<file path="src/rtl/dspi_request_scheduler.sv">
// dspi_request_scheduler: round-robin instruction arbiter for one DSPI stream with
// per-requester outstanding-packet tracking and REQUEST throttling.
module dspi_request_scheduler #(
    parameter int NUM_REQ                     = 4,
    parameter int STREAM_ID                   = 0,
    parameter int STREAM_ID_NUM               = 16,
    parameter int CHANNEL_ID_NUM              = 1024,
    parameter int INSTRUCTION_WIDTH           = 2,
    parameter int INSTRUCTION_PARAMETER_WIDTH = 16,
    parameter int INSTRUCTION_CMD_IDLE        = 0,
    parameter int INSTRUCTION_CMD_REQUEST     = 1,
    parameter int INSTRUCTION_CMD_REWIND      = 2,
    parameter int INSTRUCTION_CMD_RESET       = 3,
    parameter int MAX_OUTSTANDING             = 64,
    localparam int STREAM_ID_WIDTH  = $clog2(STREAM_ID_NUM),
    localparam int CHANNEL_ID_WIDTH = $clog2(CHANNEL_ID_NUM)
) (
    input  logic                                            clk,
    input  logic                                            rst,
    input  logic [NUM_REQ-1:0]                              req_valid,
    output logic [NUM_REQ-1:0]                              req_ready,
    input  logic [NUM_REQ*INSTRUCTION_WIDTH-1:0]            req_cmd,
    input  logic [NUM_REQ*CHANNEL_ID_WIDTH-1:0]             req_channel,
    input  logic [NUM_REQ*INSTRUCTION_PARAMETER_WIDTH-1:0]  req_param,
    input  logic [1:0]                                      Front_Type,
    input  logic                                            Front_Last,
    input  logic [STREAM_ID_WIDTH-1:0]                      Front_StreamID,
    input  logic [CHANNEL_ID_WIDTH-1:0]                     Front_ChannelID,
    output logic [INSTRUCTION_WIDTH-1:0]                    Front_InstructionType,
    output logic [STREAM_ID_WIDTH-1:0]                      Front_InstructionStreamID,
    output logic [CHANNEL_ID_WIDTH-1:0]                     Front_InstructionChannelID,
    output logic [INSTRUCTION_PARAMETER_WIDTH-1:0]          Front_InstructionParameter,
    output logic [NUM_REQ-1:0]                              outstanding_zero
);
    localparam int IW = INSTRUCTION_WIDTH;
    localparam int PW = INSTRUCTION_PARAMETER_WIDTH;
    localparam int CW = CHANNEL_ID_WIDTH;
    localparam int OW = $clog2(MAX_OUTSTANDING + 1);
    localparam int SW = ((OW > PW) ? OW : PW) + 1;
    localparam int GW = (NUM_REQ > 1) ? $clog2(NUM_REQ) : 1;
    localparam logic [IW-1:0] CMD_IDLE    = IW'(INSTRUCTION_CMD_IDLE);
    localparam logic [IW-1:0] CMD_REQUEST = IW'(INSTRUCTION_CMD_REQUEST);
    localparam logic [IW-1:0] CMD_RESET   = IW'(INSTRUCTION_CMD_RESET);

    logic [OW-1:0]      outstanding [NUM_REQ];
    logic [OW-1:0]      out_nxt [NUM_REQ];
    logic [GW-1:0]      rr_ptr, gidx;
    logic               gnt;
    logic [NUM_REQ-1:0] elig, ret;

    // Sums are widened so outstanding + param can never wrap before the cap compare.
    always_comb begin
        for (int i = 0; i < NUM_REQ; i++) begin
            elig[i] = req_valid[i] && (req_cmd[i*IW +: IW] != CMD_REQUEST ||
                      SW'(outstanding[i]) + SW'(req_param[i*PW +: PW]) <= SW'(MAX_OUTSTANDING));
            ret[i]  = Front_Type[0] && Front_Last && Front_StreamID == STREAM_ID_WIDTH'(STREAM_ID) &&
                      Front_ChannelID == req_channel[i*CW +: CW];
        end
    end

    // Scan from the far end so the last hit is the one closest to rr_ptr.
    always_comb begin
        gnt  = 1'b0;
        gidx = '0;
        for (int k = NUM_REQ - 1; k >= 0; k--) begin
            if (elig[(int'(rr_ptr) + k) % NUM_REQ]) begin
                gnt  = 1'b1;
                gidx = GW'((int'(rr_ptr) + k) % NUM_REQ);
            end
        end
    end

    always_comb begin
        for (int i = 0; i < NUM_REQ; i++)
            req_ready[i] = !rst && gnt && gidx == GW'(i);
    end

    always_comb begin
        logic [SW-1:0] sum;
        sum = '0;
        for (int i = 0; i < NUM_REQ; i++) begin
            sum = SW'(outstanding[i]) +
                  ((req_ready[i] && req_cmd[i*IW +: IW] == CMD_REQUEST) ? SW'(req_param[i*PW +: PW]) : '0);
            out_nxt[i] = (req_ready[i] && req_cmd[i*IW +: IW] == CMD_RESET) ? '0 :
                         OW'(sum - SW'(ret[i] && sum != '0));
        end
    end

    always_ff @(posedge clk or posedge rst) begin
        if (rst) begin
            rr_ptr                     <= '0;
            outstanding_zero           <= '1;
            Front_InstructionType      <= CMD_IDLE;
            Front_InstructionStreamID  <= '0;
            Front_InstructionChannelID <= '0;
            Front_InstructionParameter <= '0;
            for (int i = 0; i < NUM_REQ; i++)
                outstanding[i] <= '0;
        end else begin
            for (int i = 0; i < NUM_REQ; i++) begin
                outstanding[i]      <= out_nxt[i];
                outstanding_zero[i] <= out_nxt[i] == '0;
            end
            if (gnt)
                rr_ptr <= (gidx == GW'(NUM_REQ - 1)) ? '0 : gidx + 1'b1;
            Front_InstructionType      <= gnt ? req_cmd[gidx*IW +: IW] : CMD_IDLE;
            Front_InstructionStreamID  <= gnt ? STREAM_ID_WIDTH'(STREAM_ID) : '0;
            Front_InstructionChannelID <= gnt ? req_channel[gidx*CW +: CW] : '0;
            Front_InstructionParameter <= gnt ? req_param[gidx*PW +: PW] : '0;
        end
    end
endmodule

</file>
<file path="config.mk">
export PLATFORM = sky130hd
export DESIGN_NAME = dspi_request_scheduler
export DESIGN_NICKNAME = d
export VERILOG_FILES = /design/src/rtl/dspi_request_scheduler.sv
export SDC_FILE = /design/constraint.sdc
export NUM_CORES = 1
export LEC_CHECK = 0
export ABC_AREA = 1
export CAP_MARGIN = 20
export CORE_MARGIN = 2
export CORE_UTILIZATION = 45
export CTS_CLUSTER_DIAMETER = 150
export DETAILED_ROUTE_END_ITERATION = 10
export DONT_BUFFER_PORTS = 1
export GPL_TIMING_DRIVEN = 1
export PLACE_DENSITY = 0.56
export SLEW_MARGIN = 5
export SYNTH_ARGS = -nofsm -noshare
export SYNTH_HDL_FRONTEND = slang
export SYNTH_SLANG_ARGS = --single-unit
</file>
<file path="constraint.sdc">
create_clock -name clk -period 10.1 [get_ports clk]
set_clock_uncertainty 0.05 [all_clocks]
set_input_delay 2.02 -clock clk [delete_from_list [all_inputs] [get_ports clk]]
set_output_delay 2.02 -clock clk [all_outputs]
set_load 0.05 [all_outputs]
</file>
# Word-level counts from Yosys, hierarchy flattened
# Index checks and enable logic that the tools add are counted.
# op_classes
n_addsub	16
n_mul	1
div_mod_pow	0
order_cmp	8
n_eq_ne	19
shifts	3
mux	31
bitwise	3
reduce_logical	45
# op_table
op	count
7-bit by 16-bit adder with 17-bit output	8
16-bit two-way mux	5
17-bit by 7-bit less-or-equal comparator with 1-bit output (second input constant)	4
17-bit nonzero test	4
64-bit by 7-bit variable part select with 16-bit output	1
10-bit == test	4
40-bit by 7-bit variable part select with 10-bit output	1
7-bit zero test	4
7-bit two-way mux	4
7-bit by 1-bit subtractor with 7-bit output	4
1-bit logical AND	27
2-bit == test (second input constant)	6
3-bit by 4-bit < comparator with 1-bit output (second input constant)	3
2-bit two-way mux	6
1-bit two-way mux	11
2-bit by 1-bit == test with 1-bit output (second input constant)	5
10-bit two-way mux	1
1-bit binary-select mux with 2-bit select	4
2-bit by 1-bit != test with 1-bit output (second input constant)	4
8-bit by 4-bit variable part select with 2-bit output	1
2-bit OR reduction	3
2-bit by 3-bit multiplier with 5-bit output (second input constant)	1
2-bit by 1-bit adder with 2-bit output (second input constant)	2
2-bit adder (second input constant)	2
other kinds (6)	11
# totals
reg_bits	62
latchBits	0
mem_bits_rw	0
rom_bits	0
word_cells	135
mem_count	0

# Logic depth before layout (Yosys ltp)
# Gate-level depths: netlist of run 1.
# logic_depth
ltp_word	21
depth_mapped	59

# Worst setup path before layout of run 1
# No wires, ideal clock.
# synth_path
path_type	input -> register
startpoint	input port req_param[0]
endpoint	register outstanding_zero[2]
arrival_ns	8.184
t_required_ns	9.954
setup_slack_ns	1.770
cell_stages	50
path_cell_list	ha_1 > fa_1 > or2_2 > nor2_1 > nand2_1 > nor2_1 > nand2_1 > nand2_1 > nand2_1 > nor2_1 > nand2_1 > nand2_1 > nand3_1 > nand2_1 > nand2_1 > nand2_1 > inv_2 > a21oi_2 > (+14 left out) > o21ai_0 > inv_1 > nor2_1 > o21ai_2 > nor2_2 > nand3_1 > nand3_1 > nand2_1 > a21oi_1 > ha_1 > ha_1 > inv_1 > nor2_1 > nand2_1 > xor2_1 > nand2_1 > nand4_1 > nor4_1
# synth_via
elab_chain_cells	21
elab_cells_between_ends	35
classes_between	3 x add/sub; 1 x order compare; 1 x eq/ne; 21 x mux; 9 x reduce/logical
# synth_rtl
item	line_no	source
start: declaration	24	input logic [NUM_REQ*INSTRUCTION_PARAMETER_WIDTH-1:0] req_param,
7-bit by 16-bit adder with 17-bit output (*)	55	SW'(outstanding[i]) + SW'(req_param[i*PW +: PW]) <= SW'(MAX_OUTSTANDING));
17-bit by 7-bit less-or-equal comparator with 1-bit output (*)	55	
1-bit logical OR (*)	54	elig[i] = req_valid[i] && (req_cmd[i*IW +: IW] != CMD_REQUEST ||
1-bit logical AND (*)	54	
1-bit binary-select mux with 2-bit select	66	if (elig[(int'(rr_ptr) + k) % NUM_REQ]) begin
1-bit two-way mux (not written as such) (2 in series)	66	
2-bit two-way mux or 1-bit two-way mux (tied branches) (4 in series)	66	
2-bit == test or 1-bit logical AND (tied branches)	75	req_ready[i] = !rst && gnt && gidx == GW'(i);
1-bit logical AND (*)	75	
1-bit logical AND	83	((req_ready[i] && req_cmd[i*IW +: IW] == CMD_REQUEST) ? SW'(req_param[i*PW +: PW]) : '0);
16-bit two-way mux	83	
7-bit by 16-bit adder with 17-bit output	82	sum = SW'(outstanding[i]) +
17-bit nonzero test	85	OW'(sum - SW'(ret[i] && sum != '0));
1-bit logical AND	85	
7-bit by 1-bit subtractor with 7-bit output	85	
7-bit two-way mux (*)	84	out_nxt[i] = (req_ready[i] && req_cmd[i*IW +: IW] == CMD_RESET) ? '0 :
7-bit zero test (*)	102	outstanding_zero[i] <= out_nxt[i] == '0;
end signal: assignment	92	outstanding_zero <= '1;
end signal: indexed assignment	102	
end: declaration	33	output logic [NUM_REQ-1:0] outstanding_zero
# Every way passes the cells marked *; elsewhere a longest branch is shown, timed or not. The select of a mux whose other input is x is not followed.
# A chain may end at the register's enable or synchronous reset.

# Worst setup path in the final report of run 1
# layout_path
startpoint	input port req_param[16]
endpoint	register outstanding_zero[0]
# layout_via
elab_chain_cells	21
elab_cells_between_ends	35
classes_between	3 x add/sub; 1 x order compare; 21 x mux; 10 x reduce/logical
# layout_rtl
item	line_no	source
7-bit by 16-bit adder with 17-bit output (*)	55	
17-bit by 7-bit less-or-equal comparator with 1-bit output (*)	55	
1-bit logical OR (*)	54	
1-bit logical AND (*)	54	
1-bit binary-select mux with 2-bit select	66	
1-bit two-way mux (not written as such) (2 in series)	66	
2-bit two-way mux or 1-bit two-way mux (tied branches) (4 in series)	66	
2-bit zero test or 1-bit logical AND (tied branches)	75	
(+1 left out)	n/a	
named net req_ready[0]	21	output logic [NUM_REQ-1:0] req_ready,
1-bit logical AND	83	
16-bit two-way mux	83	
7-bit by 16-bit adder with 17-bit output	82	
17-bit nonzero test	85	
1-bit logical AND	85	
7-bit by 1-bit subtractor with 7-bit output	85	
7-bit two-way mux (*)	84	
7-bit zero test (*)	102	
# Mark *: on every way through the listed nets, which the timed path passes. The rest lies on a longest branch. The select of a mux whose other input is x is not followed.

==> flow_summary_export.csv, run 1 <==
group,metric,value,unit
synthesis,yosys.area_share.simple,37.4,%
cells_and_area,antenna_cells,0,
cells_and_area,finalInstanceArea,9580,um2
synthesis,dominantRegCellSynth,"dfrtp_1",
route,dr.pass1.iters,5,
sta,max_freq,0.108,GHz
synthesis,synth.area.mux_share,0,%
sta,finalWorstSetupSlack,0.861,ns
min_path,min_path_type,"reg -> reg",
global_route,grt_first_pass_wirelength,45900,um
worst_setup_path,cp.arrival,9.43,ns
flow_run,drv_cap,0,
global_route,track_usage,27.1,%
place,port_buffers,0,
worst_setup_path,critPathCaptureType,"flip-flop",
synthesis,ys_ff_latch,62,
worst_setup_path,critPathSlowestCell,"fa_1",
worst_setup_path,critPathLaunchType,"primary input",
clock_tree,clock_path_buffers,2,
synthesis,synth_most_common_cell,"nand2_1",
synthesis,synth_top_family_by_area,"simple AND/OR/NAND/NOR gates",
worst_setup_path,crit_fanout,14,
route,num_vias,9406,
worst_setup_path,crit_type,"in -> reg",
power,p_comb_share,63.0,%
cells_and_area,drive_gt1_share,5.62,%
clock_tree,clk_pin_slew_worst_paths,0.06,ns
cells_and_area,utilization,48.9,%
cells_and_area,seqCellArea,1560,um2
route,wl_per_cell,16.5,um
clock_tree,htreeDepth,3,
sta,rsz0062_at_grt,"no",
power,peakVddDrop,0.000245,V
synthesis,synth_top_cell_by_area,"nand2_1",
sta,setup_viol,0,
synthesis,synth_xor_xnor_area_share,6.58,%
worst_setup_path,path_buf_inv,7,
global_route,antenna_found_initial,0,
power,pwr-share-clk,12.5,%
synthesis,synth_top_cell_area_share,16.1,%
synthesis,synth_area_leaders,"nand2_1 16%, dfrtp_1 16%, inv_1 11%",
cells_and_area,multiInputGateArea,6290,um2
synthesis,synth_cell_types,55,
clock_tree,cts_tree,"built",
synthesis,synthAdderAreaFrac,11.2,%
synthesis,syn-cell-area,9060,um2
status,status,"finished, final reports clean",
synthesis,avgSynthCellArea,5.97,um2
synthesis,synth_common_cells,"389 x nand2_1, 258 x inv_1, 159 x nor2_1",
sta,maxSlewHeadroom,48.2,%
clock_tree,cts_buffers,9,
route,drt_iter0_markers,647,
route,ant_nets,0,
power,seqPwrFrac,24.5,%
synthesis,synth_seq_area_share,17.2,%
sta,report.final.slew_viol_count,0,
place,place_area,9260,um2
synthesis,yosysWarnings,0,
power,p_int,1.15,mW
sta,period_share,91.5,%
floorplanning,ios,175,
power,p_sw,1.59,mW
place,gp_congestion,0.927,
worst_setup_path,cpMostUsedCell,"nand2_1",
place,place_hpwl,24500,um
power,p_sw_share,57.9,%
synthesis,synth_edf_count,0,
cells_and_area,areaGrowthSynthToFinish,5.80,%
global_route,overflow,0,
clock_tree,clk_latency,0.35,ns
floorplanning,die_h,146,um
route,wl,29300,um
clock_tree,ctsResizeCount,0,
route,viasPerCell,5.29,
clock_tree,cts-root-buf,"clkbuf_16",
floorplanning,initial_core_util,46.2,%
cells_and_area,fillers,2143,
sta,min_period,9.24,ns
floorplanning,core_area,19600,um2
clock_tree,postCtsHoldBufs,0,
worst_setup_path,max_stage_delay,0.44,ns
synthesis,synth-compound-area-share,14.1,%
worst_setup_path,cp.required,10.29,ns
clock_tree,post_cts_buffers,0,
power,power_leakage,5.32,nW
sta,finalSetupTns,0,ns
floorplanning,dieArea,21300,um2
worst_setup_path,cp_top_family,"simple AND/OR/NAND/NOR gates",
floorplanning,num_rows,51,
sta,worst_pin_slew,0.775,ns
route,drc_errors,0,
clock_tree,clkSinkCount,62,
place,pre_cts_ws,0.494,ns
synthesis,synthCells,1516,
cells_and_area,num-nets-final,1719,
floorplanning,die_x,146,um
global_route,grt_pass1_vias,8561,
global_route,grt_max_degree,61,
power,powerDensity,286,nW/um2
synthesis,ys_async_sr_fraction,100,%
sta,hold_violations,0,
-- path summary, 6_finish.rpt --
check,to,start,slack [ns],cells past startpoint
min in group asynchronous,outstanding[22]$_DFF_PP0_,rst,1.62,1
hold / removal,rr_ptr[1]$_DFFE_PP0P_,rr_ptr[1]$_DFFE_PP0P_,0.62,2
hold reg to reg,rr_ptr[1]$_DFFE_PP0P_,rr_ptr[1]$_DFFE_PP0P_,0.62,2
setup reg to reg,outstanding_zero[0]$_DFF_PP1_,outstanding[14]$_DFF_PP0_,2.13,51
setup / recovery,outstanding_zero[0]$_DFF_PP1_,req_param[16],0.86,51
max in group asynchronous,outstanding_zero[3]$_DFF_PP1_,rst,7.42,2
-- cells in the final DEF (no fill, tap or decap), types with 9 or more instances in the layout --
| master | count |
|---|---|
| a21oi_1 | 111 |
| clkbuf_16 | 9 |
| dfrtp_1 | 58 |
| ha_1 | 68 |
| inv_1 | 258 |
| inv_2 | 16 |
| nand2_1 | 389 |
| nand2_2 | 9 |
| nand3_1 | 120 |
| nand4_1 | 29 |
| nor2_1 | 159 |
| nor3_1 | 16 |
| o21ai_0 | 39 |
| o21ai_1 | 42 |
| or2_2 | 9 |
| xnor2_1 | 20 |
| xor2_1 | 48 |
-- state kept, by name, indices dropped and copies added, names as in the netlist --
| register | flops |
|---|---|
| rr_ptr | 2 |
| Front_InstructionType | 2 |
| outstanding_zero | 4 |
| outstanding | 28 |
| Front_InstructionChannelID | 10 |
| Front_InstructionParameter | 16 |
-- cell type report --
| class | instances | share of cell area (%) |
|---|---|---|
| clock buffer | 9 | 2.35 |
| inverter | 276 | 10.8 |
| tap | 265 | 3.46 |
| clock inverter | 7 | 1.03 |
| sequential | 62 | 16.2 |
| timing repair buffer | 6 | 0.470 |
| multi-input combinational | 1153 | 65.6 |
-- power by group through the flow --
stage               logic [mW]  registers [mW]  clock network, mW
finish                    1.73           0.669              0.342
global route              1.95           0.681              0.358
floorplan                 1.37           0.633                  0
detailed placement        1.71           0.675                  0
global placement          1.70           0.677                  0
CTS                       1.72           0.672              0.349
-- per-layer routing --
layer	vias up	routed length (um)	global-route usage, %
li1	4842	-	-
met1	4247	13000	35.2
met2	289	13500	45.2
met3	28	2400	7.02
met4	0	454	5.93
met5	-	0	0
-- kinds of logic (layout without fill, tap and decap cells) --
logic type	count (synthesis)	in the layout
simple gates	772	772
buf+inv	304	298
compound gates	233	233
fa+ha+maj	76	76
xor+xnor	68	68
flops	62	62
other cells	1	4
-- worst min-delay path, cell delays in order, from the launching register on --
cell and delay [ns]:
dfrtp_1 0.42, inv_1 0.11, o21ai_0 0.09
-- through the flow --
| stage | hold WS [ns] | instances | power [mW] |
|---|---|---|---|
| global placement | 0.593 | 1762 | 2.38 |
| detailed placement | 0.598 | 1762 | 2.39 |
| CTS | 0.601 | 1778 | 2.74 |
| global route | 0.679 | 1778 | 2.99 |
| finish | 0.621 | 1778 | 2.74 |
| floorplan | 0.546 | 1519 | 2.00 |
Power figures use the tool's default switching activity.
==> run 2, diff against run 1 <==
Settings changed: CORE_MARGIN 2 to 3, PLACE_DENSITY 0.56 to 0.67.
==> run 2 against run 1 <==
Against the previous run:
- fmax is 0.63% higher
- flip-flop and latch count stayed put
- utilization is 0.25 points lower
- via count hardly changed
- highest routed layer unchanged
- largest cell class unchanged
==> flow_summary_export.csv, run 2 (synthesized netlist as in run 1, its figures left out) <==
group,metric,value,unit
sta,min_period,9.18,ns
cells_and_area,drive_gt1_share,5.55,%
worst_setup_path,endpoint,"outstanding_zero[2]$_DFF_PP1_",
sta,rsz0062_at_grt,"no",
cells_and_area,largest_register_ffs,28,
clock_tree,clock_path_buffers,2,
worst_setup_path,critPathCaptureType,"flip-flop",
cells_and_area,num-nets-final,1719,
floorplanning,initial_core_util,46.2,%
sta,finalWorstSetupSlack,0.919,ns
floorplanning,dieArea,21900,um2
clock_tree,clk_pin_slew_worst_paths,0.06,ns
worst_setup_path,cp.required,10.31,ns
worst_setup_path,cp.arrival,9.39,ns
worst_setup_path,cp.depth,49,
worst_setup_path,cp_top_family,"simple AND/OR/NAND/NOR gates",
clock_tree,clkSinkCount,62,
worst_setup_path,crit_fanout,34,
place,pre_cts_ws,0.544,ns
floorplanning,die_x,148,um
clock_tree,clk_latency,0.35,ns
power,power_leakage,5.30,nW
sta,hold_violations,0,
clock_tree,cts_buffers,9,
worst_setup_path,r2r-end,"outstanding_zero[2]$_DFF_PP1_",
place,port_buffers,0,
place,gp_congestion,0.955,
clock_tree,htreeDepth,3,
global_route,grt_pass1_vias,8579,
global_route,antenna_found_initial,0,
global_route,grt_max_degree,72,
clock_tree,ctsResizeCount,0,
cells_and_area,regMostFlops,"outstanding",
route,dr.pass1.iters,5,
min_path,min_path_type,"reg -> reg",
worst_setup_path,critPathLaunchType,"primary input",
sta,period_share,90.9,%
worst_setup_path,timing.critical_path.from,"req_param[0]",
route,viasPerCell,5.29,
floorplanning,core_area,19600,um2
route,wl,28300,um
sta,max_freq,0.109,GHz
cells_and_area,top_regs,"outstanding x28, Front_InstructionParameter x16, Front_InstructionChannelID x10",
power,powerDensity,282,nW/um2
worst_setup_path,critPathSlowestCell,"fa_1",
global_route,overflow,0,
worst_setup_path,path_buf_inv,6,
power,peakVddDrop,0.000157,V
route,wl_per_cell,15.9,um
cells_and_area,fillers,2080,
worst_setup_path,r2r-start,"outstanding[21]$_DFF_PP0_",
route,ant_nets,0,
power,finalPower,2.68,mW
global_route,track_usage,25.4,%
worst_setup_path,cpMostUsedCell,"nand2_1",
place,place_hpwl,23400,um
clock_tree,postCtsHoldBufs,0,
route,drc_errors,0,
route,drt_iter0_markers,614,
clock_tree,cts-root-buf,"clkbuf_16",
sta,setup_viol,0,
worst_setup_path,r2r_slack,2.20,ns
floorplanning,num_rows,51,
floorplanning,die_h,148,um
sta,maxSlewHeadroom,44.7,%
floorplanning,ios,175,
global_route,grt_first_pass_wirelength,44600,um
sta,report.final.slew_viol_count,0,
cells_and_area,areaGrowthSynthToFinish,5.26,%
worst_setup_path,r2r_cells,49,
sta,worst_pin_slew,0.829,ns
clock_tree,cts_tree,"built",
cells_and_area,layout_common_cells,"388 x nand2_1, 258 x inv_1, 159 x nor2_1, 120 x nand3_1, 111 x a21oi_1",
route,num_vias,9414,
sta,finalSetupTns,0,ns
cells_and_area,final_common_cell,"nand2_1",
status,status,"finished, final reports clean",
cells_and_area,antenna_cells,0,
worst_setup_path,max_stage_delay,0.44,ns
flow_run,drv_cap,0,
clock_tree,post_cts_buffers,0,
worst_setup_path,crit_type,"in -> reg",
run 2: cell count changes in the layout (fill, tap and decap cells not counted), moves of 2 or more:
| cell | delta |
|---|---|
| clkinv_2 | +2 |
| clkinv_4 | -3 |
| bufinv_16 | -2 |
| clkbuf_1 | +2 |
run 2: power breakdown:
part,total [mW],switching (mW),internal (mW),leakage [nW]
Sequential,0.660,0.288,0.373,0.766
Combinational,1.72,1.16,0.562,4.40
Clock,0.300,0.128,0.172,0.129
Total,2.68,1.58,1.11,5.30
run 2: routing by layer:
layer  share of wire (%)  global-route usage (%)  wire length [um]
met1                  41                    31.6             11700
met2                  47                    43.4             13200
met3                 9.2                    6.77              2600
met4                 2.6                    7.16               737
met5                   0                       0                 0
run 2: final cells by class:
cell class / count / area, um2 / area share [%]
tap: 265 / 332 / 3.48
timing repair buffer: 6 / 45.0 / 0.473
clock buffer: 12 / 246 / 2.59
multi-input combinational: 1153 / 6290 / 66.0
sequential: 62 / 1560 / 16.3
inverter: 276 / 1040 / 10.9
clock inverter: 4 / 25.0 / 0.263
run 2: how the worst min path moves through the flow:
stage                          start                     to  slack [ns]  cells after the start
2_1_floorplan  rr_ptr[1]$_DFFE_PP0P_  rr_ptr[1]$_DFFE_PP0P_        0.55                      2
3_3_place_gp   rr_ptr[1]$_DFFE_PP0P_  rr_ptr[1]$_DFFE_PP0P_        0.57                      2
3_5_place_dp   rr_ptr[1]$_DFFE_PP0P_  rr_ptr[1]$_DFFE_PP0P_        0.58                      2
4_1_cts        rr_ptr[1]$_DFFE_PP0P_  rr_ptr[1]$_DFFE_PP0P_        0.59                      2
5_1_grt        rr_ptr[1]$_DFFE_PP0P_  rr_ptr[1]$_DFFE_PP0P_        0.63                      2
6_report       rr_ptr[1]$_DFFE_PP0P_  rr_ptr[1]$_DFFE_PP0P_        0.59                      2
run 2: worst register-to-register path: cells and delay by family, from the launching register on:
kind / cells / cell delay, ns
buffers and inverters: 6 / 0.56
AO/OA/AOI/OAI: 6 / 1.04
XOR/XNOR: 1 / 0.14
flip-flops: 1 / 0.38
AND/OR/NAND/NOR: 29 / 3.76
adder cells (fa/ha/maj): 7 / 1.89
run 2: per-stage QoR:
stage                     hold WS, ns  instance area (um2)  std cells  util, %
after CTS                       0.593                 9530       1778     48.6
final                           0.591                 9530       1778     48.7
after global placement          0.572                 9260       1762     47.3
after global routing            0.630                 9530       1778     48.7
after detailed placement        0.582                 9260       1762     47.3
after floorplan                 0.546                 9070       1519        -
==> run 3, diff against run 2 <==
Settings changed: ABC_AREA 1 to default.
==> run 3 against run 2 <==
Against the previous run:
- clock power shrank 2%
- largest power group unchanged
- flip-flop and latch count is the same
- power shrank 34%
- setup slack lost 0.21 ns
- die area shrank 14%
- design area shrank 14%
- combinational power shrank 47%
- register-to-register slack lost 0.21 ns
==> flow_summary_export.csv, run 3 <==
group,metric,value,unit
route,drt_iter0_markers,669,
route,drc_errors,0,
synthesis,ys_ff_latch,62,
floorplanning,die_h,137,um
place,gp_congestion,0.971,
worst_setup_path,critPathSlowestCell,"fa_1",
global_route,grt_max_degree,63,
worst_setup_path,critPathLaunchType,"primary input",
synthesis,synthCells,934,
min_path,min_path_type,"reg -> reg",
clock_tree,clkSinkCount,62,
clock_tree,clock_path_buffers,2,
clock_tree,cts_buffers,9,
cells_and_area,regMostFlops,"outstanding",
global_route,overflow,0,
cells_and_area,top_regs,"outstanding x28, Front_InstructionParameter x16, Front_InstructionChannelID x10",
synthesis,syn-cell-area,7750,um2
clock_tree,postCtsHoldBufs,0,
worst_setup_path,r2r-end,"outstanding_zero[3]$_DFF_PP1_",
sta,max_freq,0.106,GHz
sta,rsz0062_at_grt,"no",
flow_run,drv_cap,0,
min_path,hp-start,"rr_ptr[0]$_DFFE_PP0P_",
worst_setup_path,crit_fanout,6,
synthesis,avgSynthCellArea,8.30,um2
clock_tree,cts_tree,"built",
worst_setup_path,cp.arrival,9.60,ns
power,p_sw_share,48.6,%
route,ant_nets,0,
cells_and_area,drive_gt1_share,7.17,%
cells_and_area,antenna_cells,0,
synthesis,synth_most_common_cell,"nor2_1",
cells_and_area,num-nets-final,1126,
synthesis,synth_top_cell_by_area,"dfrtp_1",
synthesis,dominantRegCellSynth,"dfrtp_1",
sta,period_share,93.0,%
worst_setup_path,crit_type,"in -> reg",
clock_tree,htreeDepth,3,
cells_and_area,final_common_cell,"nor2_1",
worst_setup_path,max_stage_delay,0.40,ns
floorplanning,ios,175,
cells_and_area,largest_register_ffs,28,
cells_and_area,areaGrowthSynthToFinish,6.02,%
worst_setup_path,r2r_cells,36,
min_path,worstHoldPathCells,2,
global_route,grt_first_pass_wirelength,36900,um
clock_tree,cts-root-buf,"clkbuf_16",
power,peakVddDrop,0.000125,V
synthesis,synth_edf_count,0,
route,wl_per_cell,20.9,um
global_route,antenna_found_initial,1,
status,status,"finished, final reports clean",
route,wl,23800,um
sta,min_period,9.39,ns
sta,finalSetupTns,0,ns
sta,setup_viol,0,
worst_setup_path,cp_top_family,"compound AO/OA/AOI/OAI gates",
power,powerDensity,214,nW/um2
synthesis,yosysWarnings,0,
route,viasPerCell,6.13,
floorplanning,initial_core_util,46.4,%
synthesis,ys_async_sr_fraction,100,%
route,dr.pass1.iters,6,
place,place_hpwl,19300,um
sta,report.final.slew_viol_count,0,
power,seqPwrFrac,31.7,%
power,p_comb_share,51.7,%
clock_tree,post_cts_buffers,0,
route,num_vias,6986,
synthesis,synth_common_cells,"74 x nor2_1, 68 x ha_1, 65 x mux2i_1",
worst_setup_path,r2r-start,"outstanding[21]$_DFF_PP0_",
global_route,track_usage,25.4,%
clock_tree,clk_pin_slew_worst_paths,0.06,ns
synthesis,synth_top_cell_area_share,18.7,%
worst_setup_path,critPathCaptureType,"flip-flop",
synthesis,synth_cell_types,81,
floorplanning,core_area,16700,um2
place,port_buffers,0,
synthesis,synth_area_leaders,"dfrtp_1 19%, ha_1 11%, mux2i_1 8.4%",
sta,hold_violations,0,
cells_and_area,utilization,49.2,%
power,p_sw,0.855,mW
floorplanning,dieArea,18800,um2
sta,worst_pin_slew,1.01,ns
cells_and_area,layout_common_cells,"74 x nor2_1, 68 x ha_1, 65 x mux2i_1, 61 x xnor2_1, 58 x dfrtp_1",
floorplanning,num_rows,47,
sta,maxSlewHeadroom,32.6,%
worst_setup_path,cpMostUsedCell,"ha_1",
power,power_leakage,3.54,nW
worst_setup_path,r2r_slack,1.99,ns
min_path,min_to,"rr_ptr[0]$_DFFE_PP0P_",
worst_setup_path,cp.required,10.31,ns
worst_setup_path,path_buf_inv,3,
floorplanning,die_x,137,um
power,pwr-share-clk,16.6,%
clock_tree,clk_latency,0.34,ns
global_route,grt_pass1_vias,6710,
synthesis,synth_seq_area_share,20.1,%
power,p_int,0.906,mW
==> run 3: cell types whose count changed after synthesis, sizes merged, moves of 16 or more <==
cell	change
o22ai	+32
xnor2	+41
a21oi	-66
inv	-234
nand2	-348
nor2b	+16
and2	+27
nand3	-94
o21ai	-48
nor2	-92
mux2i	+65
clkbuf	+22
==> run 3: timing repair <==
item	CTS	global route
resized for setup	0	3
endpoints found under the setup margin	0	2
hold endpoints to repair	0	0
==> run 3: logic make-up after synthesis <==
family / synth area share, %
fa+ha+maj: 13.0
mux: 9.02
compound gates: 19.7
buf+inv: 4.76
simple gates: 21.6
xor+xnor: 11.8
flops: 20.1
other cells: 0.0484
==> run 3: layout make-up <==
| cell class | instances | area, um2 |
|---|---|---|
| timing repair buffer | 13 | 105 |
| tap | 220 | 275 |
| multi-input combinational | 789 | 5860 |
| clock buffer | 12 | 246 |
| inverter | 40 | 150 |
| clock inverter | 4 | 22.5 |
| sequential | 62 | 1560 |
| fill | 1632 | 8480 |
==> run 3: worst reg2reg max path: cells and delay by family, from the launching register on <==
family	cells	cell delay [ns]
AO/OA/AOI/OAI	17	4.09
XOR/XNOR	1	0.14
flip-flops	1	0.39
AND/OR/NAND/NOR	9	1.51
adder cells (fa/ha/maj)	6	1.56
buffers and inverters	3	0.27
==> run 3: how the worst max path moves through the flow <==
stage                  from                       endpoint  slack, ns  cells past startpoint
6_report       req_param[0]  outstanding_zero[3]$_DFF_PP1_       0.71                     36
5_1_grt        req_param[0]  outstanding_zero[3]$_DFF_PP1_       0.12                     37
4_1_cts        req_param[0]  outstanding_zero[3]$_DFF_PP1_       0.53                     36
3_5_place_dp   req_param[0]  outstanding_zero[3]$_DFF_PP1_       0.24                     36
3_3_place_gp   req_param[0]  outstanding_zero[3]$_DFF_PP1_       0.33                     36
2_1_floorplan  req_param[0]  outstanding_zero[3]$_DFF_PP1_       0.94                     37
==> run 3: per-layer routing <==
metal  track usage, %  vias up  part of all wire [%]  wire length (um)
met5                0        -                     0                 0
met4             7.21        0                   2.2               521
met3             9.39       42                    11              2640
met2             41.4      289                    46             11000
met1             31.5     3286                    41              9660
li1                 -     3369                     -                 -
==> run 3: power groups by stage <==
stage                     Clock, mW  Combinational [mW]  Sequential [mW]
after detailed placement          0               0.892            0.567
after floorplan                   0               0.750            0.534
after global routing          0.310                1.02            0.568
after global placement            0               0.883            0.564
final                         0.293               0.911            0.558
after CTS                     0.301               0.900            0.561
==> run 3: through the flow <==
step,total power [mW],std cells,instance area (um2),setup WS [ns],hold slack [ns]
after detailed placement,1.46,1123,7920,0.240,0.486
after global placement,1.45,1123,7920,0.326,0.474
after global routing,1.90,1140,8220,0.122,0.550
after floorplan,1.28,937,7760,0.939,0.451
after CTS,1.76,1139,8190,0.534,0.501
final,1.76,1140,8220,0.706,0.496
